===== src/rtl/ex_stage_pkg.sv =====
// Shared definitions for the execute stage: bus layouts, ALU op codes and divider states.
package ex_stage_pkg;

    localparam int EX_BUS_W = 111;
    localparam int RF_BUS_W = 39;
    localparam int DIV_ITER = 32;

    typedef enum logic [3:0] {
        ALU_ADD   = 4'd0,
        ALU_SUB   = 4'd1,
        ALU_SLT   = 4'd2,
        ALU_SLTU  = 4'd3,
        ALU_AND   = 4'd4,
        ALU_OR    = 4'd5,
        ALU_XOR   = 4'd6,
        ALU_NOR   = 4'd7,
        ALU_SLL   = 4'd8,
        ALU_SRL   = 4'd9,
        ALU_SRA   = 4'd10,
        ALU_PASS2 = 4'd11
    } alu_op_e;

    typedef enum logic [1:0] {
        DIV_IDLE = 2'd0,
        DIV_BUSY = 2'd1,
        DIV_DONE = 2'd2
    } div_state_e;

    typedef struct packed {
        logic [3:0]  alu_op;
        logic [31:0] src1;
        logic [31:0] src2;
        logic        div_en;
        logic        div_signed;
        logic        div_rem;
        logic        mem_re;
        logic        mem_we;
        logic        rf_we;
        logic [4:0]  rf_waddr;
        logic [31:0] st_data;
    } ex_bus_t;

endpackage


===== src/rtl/ex_stage_if.sv =====
// ID/EX/MEM handshake and data SRAM request signals around the execute stage.
interface ex_stage_if;
    import ex_stage_pkg::*;

    logic                ID_EX_valid;
    logic [31:0]         ID_pc;
    logic [EX_BUS_W-1:0] ID_ex_bus;
    logic                MEM_allowin;
    logic                EX_allowin;
    logic                EX_MEM_valid;
    logic [31:0]         EX_pc;
    logic [RF_BUS_W-1:0] EX_rf_bus;
    logic                data_sram_en;
    logic [3:0]          data_sram_we;
    logic [31:0]         data_sram_addr;
    logic [31:0]         data_sram_wdata;

    modport slave (
        input  ID_EX_valid, ID_pc, ID_ex_bus, MEM_allowin,
        output EX_allowin, EX_MEM_valid, EX_pc, EX_rf_bus,
        output data_sram_en, data_sram_we, data_sram_addr, data_sram_wdata
    );

    modport master (
        output ID_EX_valid, ID_pc, ID_ex_bus, MEM_allowin,
        input  EX_allowin, EX_MEM_valid, EX_pc, EX_rf_bus,
        input  data_sram_en, data_sram_we, data_sram_addr, data_sram_wdata
    );

endinterface


===== src/rtl/ex_stage_divider.sv =====
// 32-iteration restoring divider on operand magnitudes; signs are reapplied on the way out.
module ex_divider
    import ex_stage_pkg::*;
(
    input  logic        clk,
    input  logic        rst,
    input  logic        start_i,
    input  logic        ack_i,
    input  logic        signed_i,
    input  logic [31:0] dividend_i,
    input  logic [31:0] divisor_i,
    output logic        busy_o,
    output logic        done_o,
    output logic [31:0] quotient_o,
    output logic [31:0] remainder_o
);

    div_state_e  state_q;
    logic [4:0]  cnt_q;
    logic [31:0] rem_q, quo_q, dsr_q;
    logic        neg_q_q, neg_r_q, dz_q;

    logic        a_neg, b_neg, fits;
    logic [31:0] a_mag, b_mag, rem_step;
    logic [32:0] partial, diff;

    assign a_neg = signed_i & dividend_i[31];
    assign b_neg = signed_i & divisor_i[31];
    assign a_mag = a_neg ? -dividend_i : dividend_i;
    assign b_mag = b_neg ? -divisor_i : divisor_i;

    // quo_q doubles as the dividend shift register; quotient bits enter at the bottom
    assign partial  = {rem_q, quo_q[31]};
    assign diff     = partial - {1'b0, dsr_q};
    assign fits     = partial >= {1'b0, dsr_q};
    assign rem_step = fits ? diff[31:0] : partial[31:0];

    always_ff @(posedge clk or posedge rst) begin
        if (rst) begin
            state_q <= DIV_IDLE;
            cnt_q   <= '0;
            rem_q   <= '0;
            quo_q   <= '0;
            dsr_q   <= '0;
            neg_q_q <= 1'b0;
            neg_r_q <= 1'b0;
            dz_q    <= 1'b0;
        end else begin
            case (state_q)
                DIV_IDLE: begin
                    if (start_i) begin
                        rem_q   <= '0;
                        quo_q   <= a_mag;
                        dsr_q   <= b_mag;
                        neg_q_q <= a_neg ^ b_neg;
                        neg_r_q <= a_neg;
                        dz_q    <= (divisor_i == 32'd0);
                        cnt_q   <= '0;
                        state_q <= DIV_BUSY;
                    end
                end
                DIV_BUSY: begin
                    rem_q <= rem_step;
                    quo_q <= {quo_q[30:0], fits};
                    cnt_q <= cnt_q + 5'd1;
                    if (cnt_q == 5'(DIV_ITER - 1)) begin
                        state_q <= DIV_DONE;
                    end
                end
                DIV_DONE: begin
                    if (ack_i) begin
                        state_q <= DIV_IDLE;
                    end
                end
                default: state_q <= DIV_IDLE;
            endcase
        end
    end

    assign busy_o      = (state_q == DIV_BUSY);
    assign done_o      = (state_q == DIV_DONE);
    assign quotient_o  = dz_q ? 32'hFFFF_FFFF : (neg_q_q ? -quo_q : quo_q);
    assign remainder_o = neg_r_q ? -rem_q : rem_q;

endmodule


===== src/rtl/ex_stage.sv =====
// Execute stage: pipeline register, inline ALU, iterative divider and data SRAM request.
module ex_stage
    import ex_stage_pkg::*;
(
    input  logic      clk,
    input  logic      reset,
    ex_stage_if.slave ex_if
);

    logic        ex_valid_q, ex_valid_d;
    logic [31:0] ex_pc_q, ex_pc_d;
    ex_bus_t     ex_bus_q, ex_bus_d;

    logic        ex_allowin, ex_ready_go;
    logic        div_start, div_busy, div_done;
    logic [31:0] div_quo, div_rem, alu_res, ex_result;
    logic [4:0]  shamt;

    always_comb begin
        ex_valid_d = ex_valid_q;
        ex_pc_d    = ex_pc_q;
        ex_bus_d   = ex_bus_q;
        if (ex_allowin) begin
            ex_valid_d = ex_if.ID_EX_valid;
            if (ex_if.ID_EX_valid) begin
                ex_pc_d  = ex_if.ID_pc;
                ex_bus_d = ex_bus_t'(ex_if.ID_ex_bus);
            end
        end
    end

    always_ff @(posedge clk or posedge reset) begin
        if (reset) begin
            ex_valid_q <= 1'b0;
            ex_pc_q    <= '0;
            ex_bus_q   <= '0;
        end else begin
            ex_valid_q <= ex_valid_d;
            ex_pc_q    <= ex_pc_d;
            ex_bus_q   <= ex_bus_d;
        end
    end

    assign shamt = ex_bus_q.src2[4:0];

    always_comb begin
        alu_res = '0;
        case (ex_bus_q.alu_op)
            ALU_ADD:   alu_res = ex_bus_q.src1 + ex_bus_q.src2;
            ALU_SUB:   alu_res = ex_bus_q.src1 - ex_bus_q.src2;
            ALU_SLT:   alu_res = {31'd0, $signed(ex_bus_q.src1) < $signed(ex_bus_q.src2)};
            ALU_SLTU:  alu_res = {31'd0, ex_bus_q.src1 < ex_bus_q.src2};
            ALU_AND:   alu_res = ex_bus_q.src1 & ex_bus_q.src2;
            ALU_OR:    alu_res = ex_bus_q.src1 | ex_bus_q.src2;
            ALU_XOR:   alu_res = ex_bus_q.src1 ^ ex_bus_q.src2;
            ALU_NOR:   alu_res = ~(ex_bus_q.src1 | ex_bus_q.src2);
            ALU_SLL:   alu_res = ex_bus_q.src1 << shamt;
            ALU_SRL:   alu_res = ex_bus_q.src1 >> shamt;
            ALU_SRA:   alu_res = 32'($signed(ex_bus_q.src1) >>> shamt);
            ALU_PASS2: alu_res = ex_bus_q.src2;
            default:   alu_res = '0;
        endcase
    end

    // Only kick the divider from IDLE; a finished result waits in DONE until handoff
    assign div_start = ex_valid_q & ex_bus_q.div_en & ~div_busy & ~div_done;

    ex_divider u_div (
        .clk         (clk),
        .rst         (reset),
        .start_i     (div_start),
        .ack_i       (ex_allowin),
        .signed_i    (ex_bus_q.div_signed),
        .dividend_i  (ex_bus_q.src1),
        .divisor_i   (ex_bus_q.src2),
        .busy_o      (div_busy),
        .done_o      (div_done),
        .quotient_o  (div_quo),
        .remainder_o (div_rem)
    );

    assign ex_ready_go = ~ex_bus_q.div_en | div_done;
    assign ex_allowin  = ~ex_valid_q | (ex_ready_go & ex_if.MEM_allowin);
    assign ex_result   = ex_bus_q.div_en ? (ex_bus_q.div_rem ? div_rem : div_quo) : alu_res;

    assign ex_if.EX_allowin      = ex_allowin;
    assign ex_if.EX_MEM_valid    = ex_valid_q & ex_ready_go;
    assign ex_if.EX_pc           = ex_pc_q;
    assign ex_if.EX_rf_bus       = {ex_bus_q.mem_re, ex_bus_q.rf_we & ex_valid_q,
                                    ex_bus_q.rf_waddr, ex_result};
    assign ex_if.data_sram_en    = ex_valid_q & ex_ready_go & ex_if.MEM_allowin &
                                   (ex_bus_q.mem_re | ex_bus_q.mem_we);
    assign ex_if.data_sram_we    = {4{ex_bus_q.mem_we & ex_if.data_sram_en}};
    assign ex_if.data_sram_addr  = alu_res;
    assign ex_if.data_sram_wdata = ex_bus_q.st_data;

endmodule


===== src/flat_wrapper.sv =====
// flat-port wrapper written by rule: the top's interface ports become plain ports
module ex_stage_flat import ex_stage_pkg::*;
  (clk, reset, ex_if_ID_EX_valid, ex_if_ID_pc, ex_if_ID_ex_bus, ex_if_MEM_allowin, ex_if_EX_allowin, ex_if_EX_MEM_valid, ex_if_EX_pc, ex_if_EX_rf_bus, ex_if_data_sram_en, ex_if_data_sram_we, ex_if_data_sram_addr, ex_if_data_sram_wdata);
  ex_stage_if ex_if_i ();
  input  logic clk;
  input  logic reset;
  input wire logic [$bits(ex_if_i.ID_EX_valid)-1:0] ex_if_ID_EX_valid;
  input wire logic [$bits(ex_if_i.ID_pc)-1:0] ex_if_ID_pc;
  input wire logic [$bits(ex_if_i.ID_ex_bus)-1:0] ex_if_ID_ex_bus;
  input wire logic [$bits(ex_if_i.MEM_allowin)-1:0] ex_if_MEM_allowin;
  output wire logic [$bits(ex_if_i.EX_allowin)-1:0] ex_if_EX_allowin;
  output wire logic [$bits(ex_if_i.EX_MEM_valid)-1:0] ex_if_EX_MEM_valid;
  output wire logic [$bits(ex_if_i.EX_pc)-1:0] ex_if_EX_pc;
  output wire logic [$bits(ex_if_i.EX_rf_bus)-1:0] ex_if_EX_rf_bus;
  output wire logic [$bits(ex_if_i.data_sram_en)-1:0] ex_if_data_sram_en;
  output wire logic [$bits(ex_if_i.data_sram_we)-1:0] ex_if_data_sram_we;
  output wire logic [$bits(ex_if_i.data_sram_addr)-1:0] ex_if_data_sram_addr;
  output wire logic [$bits(ex_if_i.data_sram_wdata)-1:0] ex_if_data_sram_wdata;
  assign ex_if_i.ID_EX_valid = ex_if_ID_EX_valid;
  assign ex_if_i.ID_pc = ex_if_ID_pc;
  assign ex_if_i.ID_ex_bus = ex_if_ID_ex_bus;
  assign ex_if_i.MEM_allowin = ex_if_MEM_allowin;
  assign ex_if_EX_allowin = ex_if_i.EX_allowin;
  assign ex_if_EX_MEM_valid = ex_if_i.EX_MEM_valid;
  assign ex_if_EX_pc = ex_if_i.EX_pc;
  assign ex_if_EX_rf_bus = ex_if_i.EX_rf_bus;
  assign ex_if_data_sram_en = ex_if_i.data_sram_en;
  assign ex_if_data_sram_we = ex_if_i.data_sram_we;
  assign ex_if_data_sram_addr = ex_if_i.data_sram_addr;
  assign ex_if_data_sram_wdata = ex_if_i.data_sram_wdata;
  ex_stage u_core (.clk(clk), .reset(reset), .ex_if(ex_if_i));
endmodule

===== config.mk =====
export PLATFORM = sky130hd
export DESIGN_NAME = ex_stage_flat
export DESIGN_NICKNAME = d
export VERILOG_FILES = /design/src/rtl/ex_stage_pkg.sv /design/src/rtl/ex_stage_if.sv /design/src/rtl/ex_stage_divider.sv /design/src/rtl/ex_stage.sv /design/src/flat_wrapper.sv
export SDC_FILE = /design/constraint.sdc
export NUM_CORES = 1
export LEC_CHECK = 0
export BUFFER_PORTS_ARGS = -buffer_cell sky130_fd_sc_hd__buf_2
export CORE_ASPECT_RATIO = 1.4
export CORE_MARGIN = 3
export CORE_UTILIZATION = 35
export CTS_CLUSTER_DIAMETER = 120
export CTS_CLUSTER_SIZE = 28
export DETAILED_ROUTE_END_ITERATION = 7
export MAX_ROUTING_LAYER = met4
export SYNTH_ARGS = -nofsm -noshare
export SYNTH_HDL_FRONTEND = slang
export SYNTH_SLANG_ARGS = --single-unit
export TNS_END_PERCENT = 5

===== constraint.sdc =====
create_clock -name clk -period 25.2 [get_ports clk]
set_input_delay 3.78 -clock clk [delete_from_list [all_inputs] [get_ports clk]]
set_output_delay 3.78 -clock clk [all_outputs]
set_load 0.05 [all_outputs]

### Yosys cells after proc, flatten, opt, wreduce, memory -nomap -nowiden

Index checks and enable logic that the tools add are counted.

* bits in registers: 250
* input bits: 147
* output and inout bits: 142
* logic and storage cells: 102

* $add $sub $neg: 8
* order comparisons: 3
* equality and inequality tests: 17
* shift operators: 3
* mux-type cells: 19
* bitwise logic cells: 23
* reduce and logical (&&, ||, !) cells: 8

Operators with widths (count)
* case mux 32 bit (12 select lines): 1
* 2-to-1 mux 32 bit: 10
* negator 32 bit: 4
* case mux 32 bit (2 select lines): 2
* less-than comparator 32 bit: 2
* subtractor 32 bit: 2
* greater-or-equal comparator 33 x 32 -> 1 bit: 1
* adder 32 bit: 1
* AND 32 bit: 1
* logical NOT 32 bit: 1
* inverter 32 bit: 1
* bitwise OR 32 bit: 1
* << shifter 32 x 5 -> 32 bit: 1
* >> shifter 32 x 5 -> 32 bit: 1
* >>> shifter 32 x 5 -> 32 bit: 1
* bitwise XOR 32 bit: 1
* == test 4 x 3 -> 1 bit (second input constant): 4
* == test 4 bit (second input constant): 4
* AND 1 bit: 11
* case mux 5 bit (2 select lines): 1
* == test 4 x 2 -> 1 bit (second input constant): 2
* 2-to-1 mux 2 bit: 3
* case mux 2 bit (3 select lines): 1
* AND reduction 2 bit: 3
* 15 further kinds: 21

### Depth between registers and ports, before layout

* depth in word-level cells: 6
* mapped depth: 15
* gate-level depth less buffers: 13

### By module

A second synthesis with hierarchy kept.

* cell total of the unflattened synthesis: 2983
* area total of the unflattened synthesis: 24912.6 um^2

By module, submodules not included
* ex_stage: instances 1, cells each 1865, area an instance 16045.4 um^2, seq. area each 3603.5 um^2
* ex_divider: instances 1, cells each 1118, area an instance 8867.3 um^2, seq. area each 2652.5 um^2

### Worst setup path before layout

Ideal clock, no wire load.

* path kind: register -> output
* start: register u_core.ex_bus_q[45] in the netlist's numbering
* end: output ex_if_EX_rf_bus[28]
* arrival time: 5.374 ns
* required time: 21.420 ns
* path slack: 16.046 ns
* cell stages (with the launch flop): 16
* buffers on the path: 4
* cell sequence: dfrtp_1 > inv_2 > buf_1 > clkbuf_1 > clkbuf_1 > ha_1 > clkbuf_1 > nor2b_1 > o221ai_1 > a31o_2 > a21oi_1 > a221oi_1 > o21a_1 > a211oi_1 > o21ai_0 > a21o_1

* word-level cells in the longest chain between the ends: 3
* elaborated cells between the ends (all ways): 7
* those cells by class: 2 x add/sub; 3 x shift; 2 x mux

RTL lines
* start: declaration: RTL line ex_stage.sv:12 `ex_bus_t ex_bus_q, ex_bus_d;`
* start signal: assignment: RTL line ex_stage.sv:40 `ex_bus_q <= ex_bus_d;`
* subtractor 32 bit, or another cell as far along: RTL line ex_stage.sv:50 `ALU_SUB: alu_res = ex_bus_q.src1 - ex_bus_q.src2;`
* case mux 32 bit (12 select lines) *: RTL line ex_stage.sv:48 `case (ex_bus_q.alu_op)`
* named net ex_if_data_sram_addr[28]: RTL line flat_wrapper.sv:17 `output wire logic [$bits(ex_if_i.data_sram_addr)-1:0] ex_if_data_sram_addr;`
* 2-to-1 mux 32 bit *: RTL line ex_stage.sv:84 `assign ex_result = ex_bus_q.div_en ? (ex_bus_q.div_rem ? div_rem : div_quo) : alu_res;`
* end: declaration: RTL line flat_wrapper.sv:14 `output wire logic [$bits(ex_if_i.EX_rf_bus)-1:0] ex_if_EX_rf_bus;`

The timed path passes the listed nets; every way through them passes the cells marked *.

### Worst setup path in the final report

* start: register u_core.ex_bus_q[47] in the netlist's numbering
* end: output ex_if_EX_rf_bus[19]

* word-level cells in the longest chain between the ends: 3
* elaborated cells between the ends (all ways): 7
* those cells by class: 2 x add/sub; 3 x shift; 2 x mux

RTL lines (RTL line)
* subtractor 32 bit, or another cell as far along: ex_stage.sv:50
* case mux 32 bit (12 select lines) *: ex_stage.sv:48
* 2-to-1 mux 32 bit *: ex_stage.sv:84

Mark *: on every way between the ends. The rest lies on a longest branch, timed or not.

==> impl_metrics.yaml <==
status:
  status: "finished, final reports clean"
grt:
  grt_max_degree: 170
  grt.total_usage_pct: 31.53
  use_met3_pct: 4.122
  grt_overflow: 0
  grtUsageMet2_pct: 51.07
  top_usage_layer: "met2"
  grt_pass1_vias: 23634
  grt_pass1_wl_mm: 165.3
  antenna_found_initial: 7
  grt_use_met1_pct: 37.03
power_and_ir_drop:
  clockPowerShare_pct: 6.8
  switching_power_mw: 2.748
  swShare_pct: 61.11
  p_int_mw: 1.748
  power_density_mw_per_mm2: 169.0
  seq_power_share_pct: 19.1
  leakagePower_nw: 11.34
  combPwrFrac_pct: 74.2
  total_power_mw: 4.496
  ir_drop_mv: 0.09320
cts:
  cts-htree-levels: 1
  clk_path_buf_depth: 3
  cts_setup_buffers: 0
  root_buffer: "clkbuf_16"
  cts_tree: "yes"
  cts_hold_buf: 0
  clk_latency_ns: 0.58
  clk_pin_slew_worst_paths_ns: 0.13
  ctsResizeCount: 0
  clkSinkCount: 250
  cts_made_buffers: 15
placed_design:
  place.port_buffers: 288
  place_ws_ns: 15.82
  dp_hpwl_mm: 89.22
  place.gp.congestion: 1.109
worst_hold_path:
  min_path_type: "reg2reg"
timing:
  rsz0062_at_grt: "false"
  worstMarginPinSlew_ns: 1.336
  setup_violations: 0
  fin_skew_ns: 0.05746
  fmax_mhz: 100.0
  hold_viol_final: 0
  holdWs_ns: 0.4899
  min_period_ns: 9.997
  slew_headroom_pct: 9.984
  period_share_pct: 39.67
  setup_ws_ns: 15.20
  finalMaxSlewViolations: 0
  fin_setup_tns_ns: 0
route:
  wl_per_cell_um: 29.09
  routed_wl_mm: 114.9
  remaining_drc_errors: 0
  antenna_left: 0
  drt_iter0_drc: 2640
  vias_per_cell: 6.178
  vias: 24403
  first_pass_iters: 6
worst_setup_path:
  crit_end: "ex_if_EX_rf_bus[19]"
  rr_startpoint: "u_core.u_div.rem_q[5]"
  ff2ff_path_depth: 10
  crit_path_end_kind: "output pin"
  worstSetupPathType: "reg2out"
  r2r-end: "u_core.u_div.rem_q[29]"
  path_max_fanout: 25
  r2r_slack_ns: 20.82
  crit_arrival_ns: 6.22
  crit_start: "u_core.ex_bus_q[47]"
  start_kind: "flop"
  crit_required_ns: 21.42
synth:
  synth-seq-cells: 250
  yosys.cell_types.count: 84
  synth_top_cell_by_area: "dfrtp_1"
  ys_warn_count: 0
  synthFlopType: "dfrtp_1"
  seq_area_frac_synth_pct: 25.81
  synth.top_cells.by_area: "dfrtp_1 26%, ha_1 7.3%, o21ai_0 6.3%"
  synth_most_common_cell: "nand2_1"
  synth_common_cells: "310 x nand2_1, 305 x o21ai_0, 250 x dfrtp_1, 185 x nor2_1, 184 x clkbuf_1"
  synth_enable_flop_cells: 0
  synth_top_cell_area_share_pct: 25.81
  ys_async_sr_fraction_pct: 100.0
  syn_area_sq_mm: 0.02423
  syn-instance-count: 2934
  synth_fp_nets: 3226
  avgSynthCellArea_sq_um: 8.260
floorplanning:
  die_w_um: 228.4
  die_h_um: 317.3
  start_util_pct: 35.56
  dieArea_sq_mm: 0.07248
  pin_count: 289
  rows: 113
  coreArea_sq_mm: 0.06815
layout:
  fillCellCount: 7098
  num-nets-final: 3310
  synthToLayoutAreaGrowth_pct: 9.804
  layout-drive-gt1-share_pct: 18.45
flow_run:
  maxCapViolCount: 0
[flip-flops by register name, indices dropped and copies added (netlist names)]
register	count
u_core.u_div.dsr_q	32
u_core.u_div.neg_q_q	1
u_core.ex_if.EX_rf_bus	6
u_core.ex_if.EX_pc	32
u_core.u_div.cnt_q	5
u_core.ex_if.data_sram_wdata	32
u_core.u_div.rem_q	32
u_core.u_div.neg_r_q	1
u_core.u_div.quo_q	32
u_core.ex_bus_q	73
u_core.u_div.dz_q	1
u_core.ex_valid_q	1
u_core.u_div.state_q	2
[worst min path at each step]
stage | start | end | slack [ns] | cells past startpoint
floorplan | u_core.u_div.cnt_q[3] | u_core.u_div.cnt_q[3] | 0.45 | 1
global placement | u_core.u_div.dsr_q[28] | u_core.u_div.dsr_q[28] | 0.46 | 2
detailed placement | u_core.u_div.dsr_q[28] | u_core.u_div.dsr_q[28] | 0.47 | 2
CTS | u_core.u_div.dsr_q[28] | u_core.u_div.dsr_q[28] | 0.50 | 2
global route | u_core.ex_if.data_sram_wdata[4] | u_core.ex_if.data_sram_wdata[4] | 0.53 | 1
finish | u_core.u_div.dsr_q[28] | u_core.u_div.dsr_q[28] | 0.49 | 2
[placed cells by master (no fill, tap or decap), types with 64 or more instances in the layout]
cell type    n
dfrtp_1    245
a21o_1      67
mux2_2      93
xnor2_1     83
ha_1       142
xor2_1      67
nor3_1      64
inv_1      142
o21ai_0    305
a21oi_1    153
nand2_1    309
buf_2      288
nor2_1     184
[power by group through the flow]
| stage | clock (mW) | sequential [mW] | combinational, mW |
|---|---|---|---|
| 6_report | 0.304 | 0.858 | 3.33 |
| 5_1_grt | 0.327 | 0.875 | 3.52 |
| 4_1_cts | 0.315 | 0.848 | 3.27 |
| 3_5_place_dp | 0 | 0.856 | 3.26 |
| 3_3_place_gp | 0 | 0.852 | 3.27 |
| 2_1_floorplan | 0 | 0.752 | 2.32 |
[metal layers]
layer	share of wire (%)	vias up
met1	39	11852
met4	8.1	0
met3	7.0	326
met5	0	-
li1	-	10936
met2	46	1289
[worst max-delay path, cell delays in order (launching register included)]
cell and delay [ns]:
dfrtp_2 0.69, clkinv_1 0.49, buf_4 0.34, ha_1 0.40
nor2_1 0.21, o311ai_0 0.25, a21oi_1 0.31, o211ai_1 0.25
and2_1 0.30, o311ai_0 0.44, a2111oi_0 0.22, o41ai_1 1.17
a22oi_1 0.25, buf_2 0.29
[final cells by class]
class	instances	area [sq um]	area share, %
Antenna cell	6	15.01	0.05642
Inverter	146	555.5	2.088
Multi-Input combinational cell	2270	16300	61.25
Tap cell	920	1151	4.326
Clock inverter	8	143.9	0.5407
Clock buffer	15	375.4	1.411
Sequential cell	250	6265	23.54
Timing Repair Buffer	335	1807	6.790
[cells by family (layout without fill, tap and decap cells)]
logic type / after synthesis / in the layout / share of synthesized area [%]
compound gates: 980 / 980 / 26.77
xor+xnor: 150 / 150 / 5.421
fa+ha+maj: 145 / 145 / 7.579
buf+inv: 414 / 504 / 7.207
flops: 250 / 250 / 25.81
mux: 212 / 212 / 12.28
other cells: 0 / 6 / 0
simple gates: 783 / 783 / 14.92
[through the flow]
step	std cells	utilization, %	area (sq um)
final	3950	39.05	26610
after global routing	3949	39.04	26610
after global placement	3921	38.26	26080
after CTS	3944	39.03	26600
after floorplan	2934	-	24230
after detailed placement	3921	38.26	26080
No activity file was read; power rests on OpenSTA's default activity.
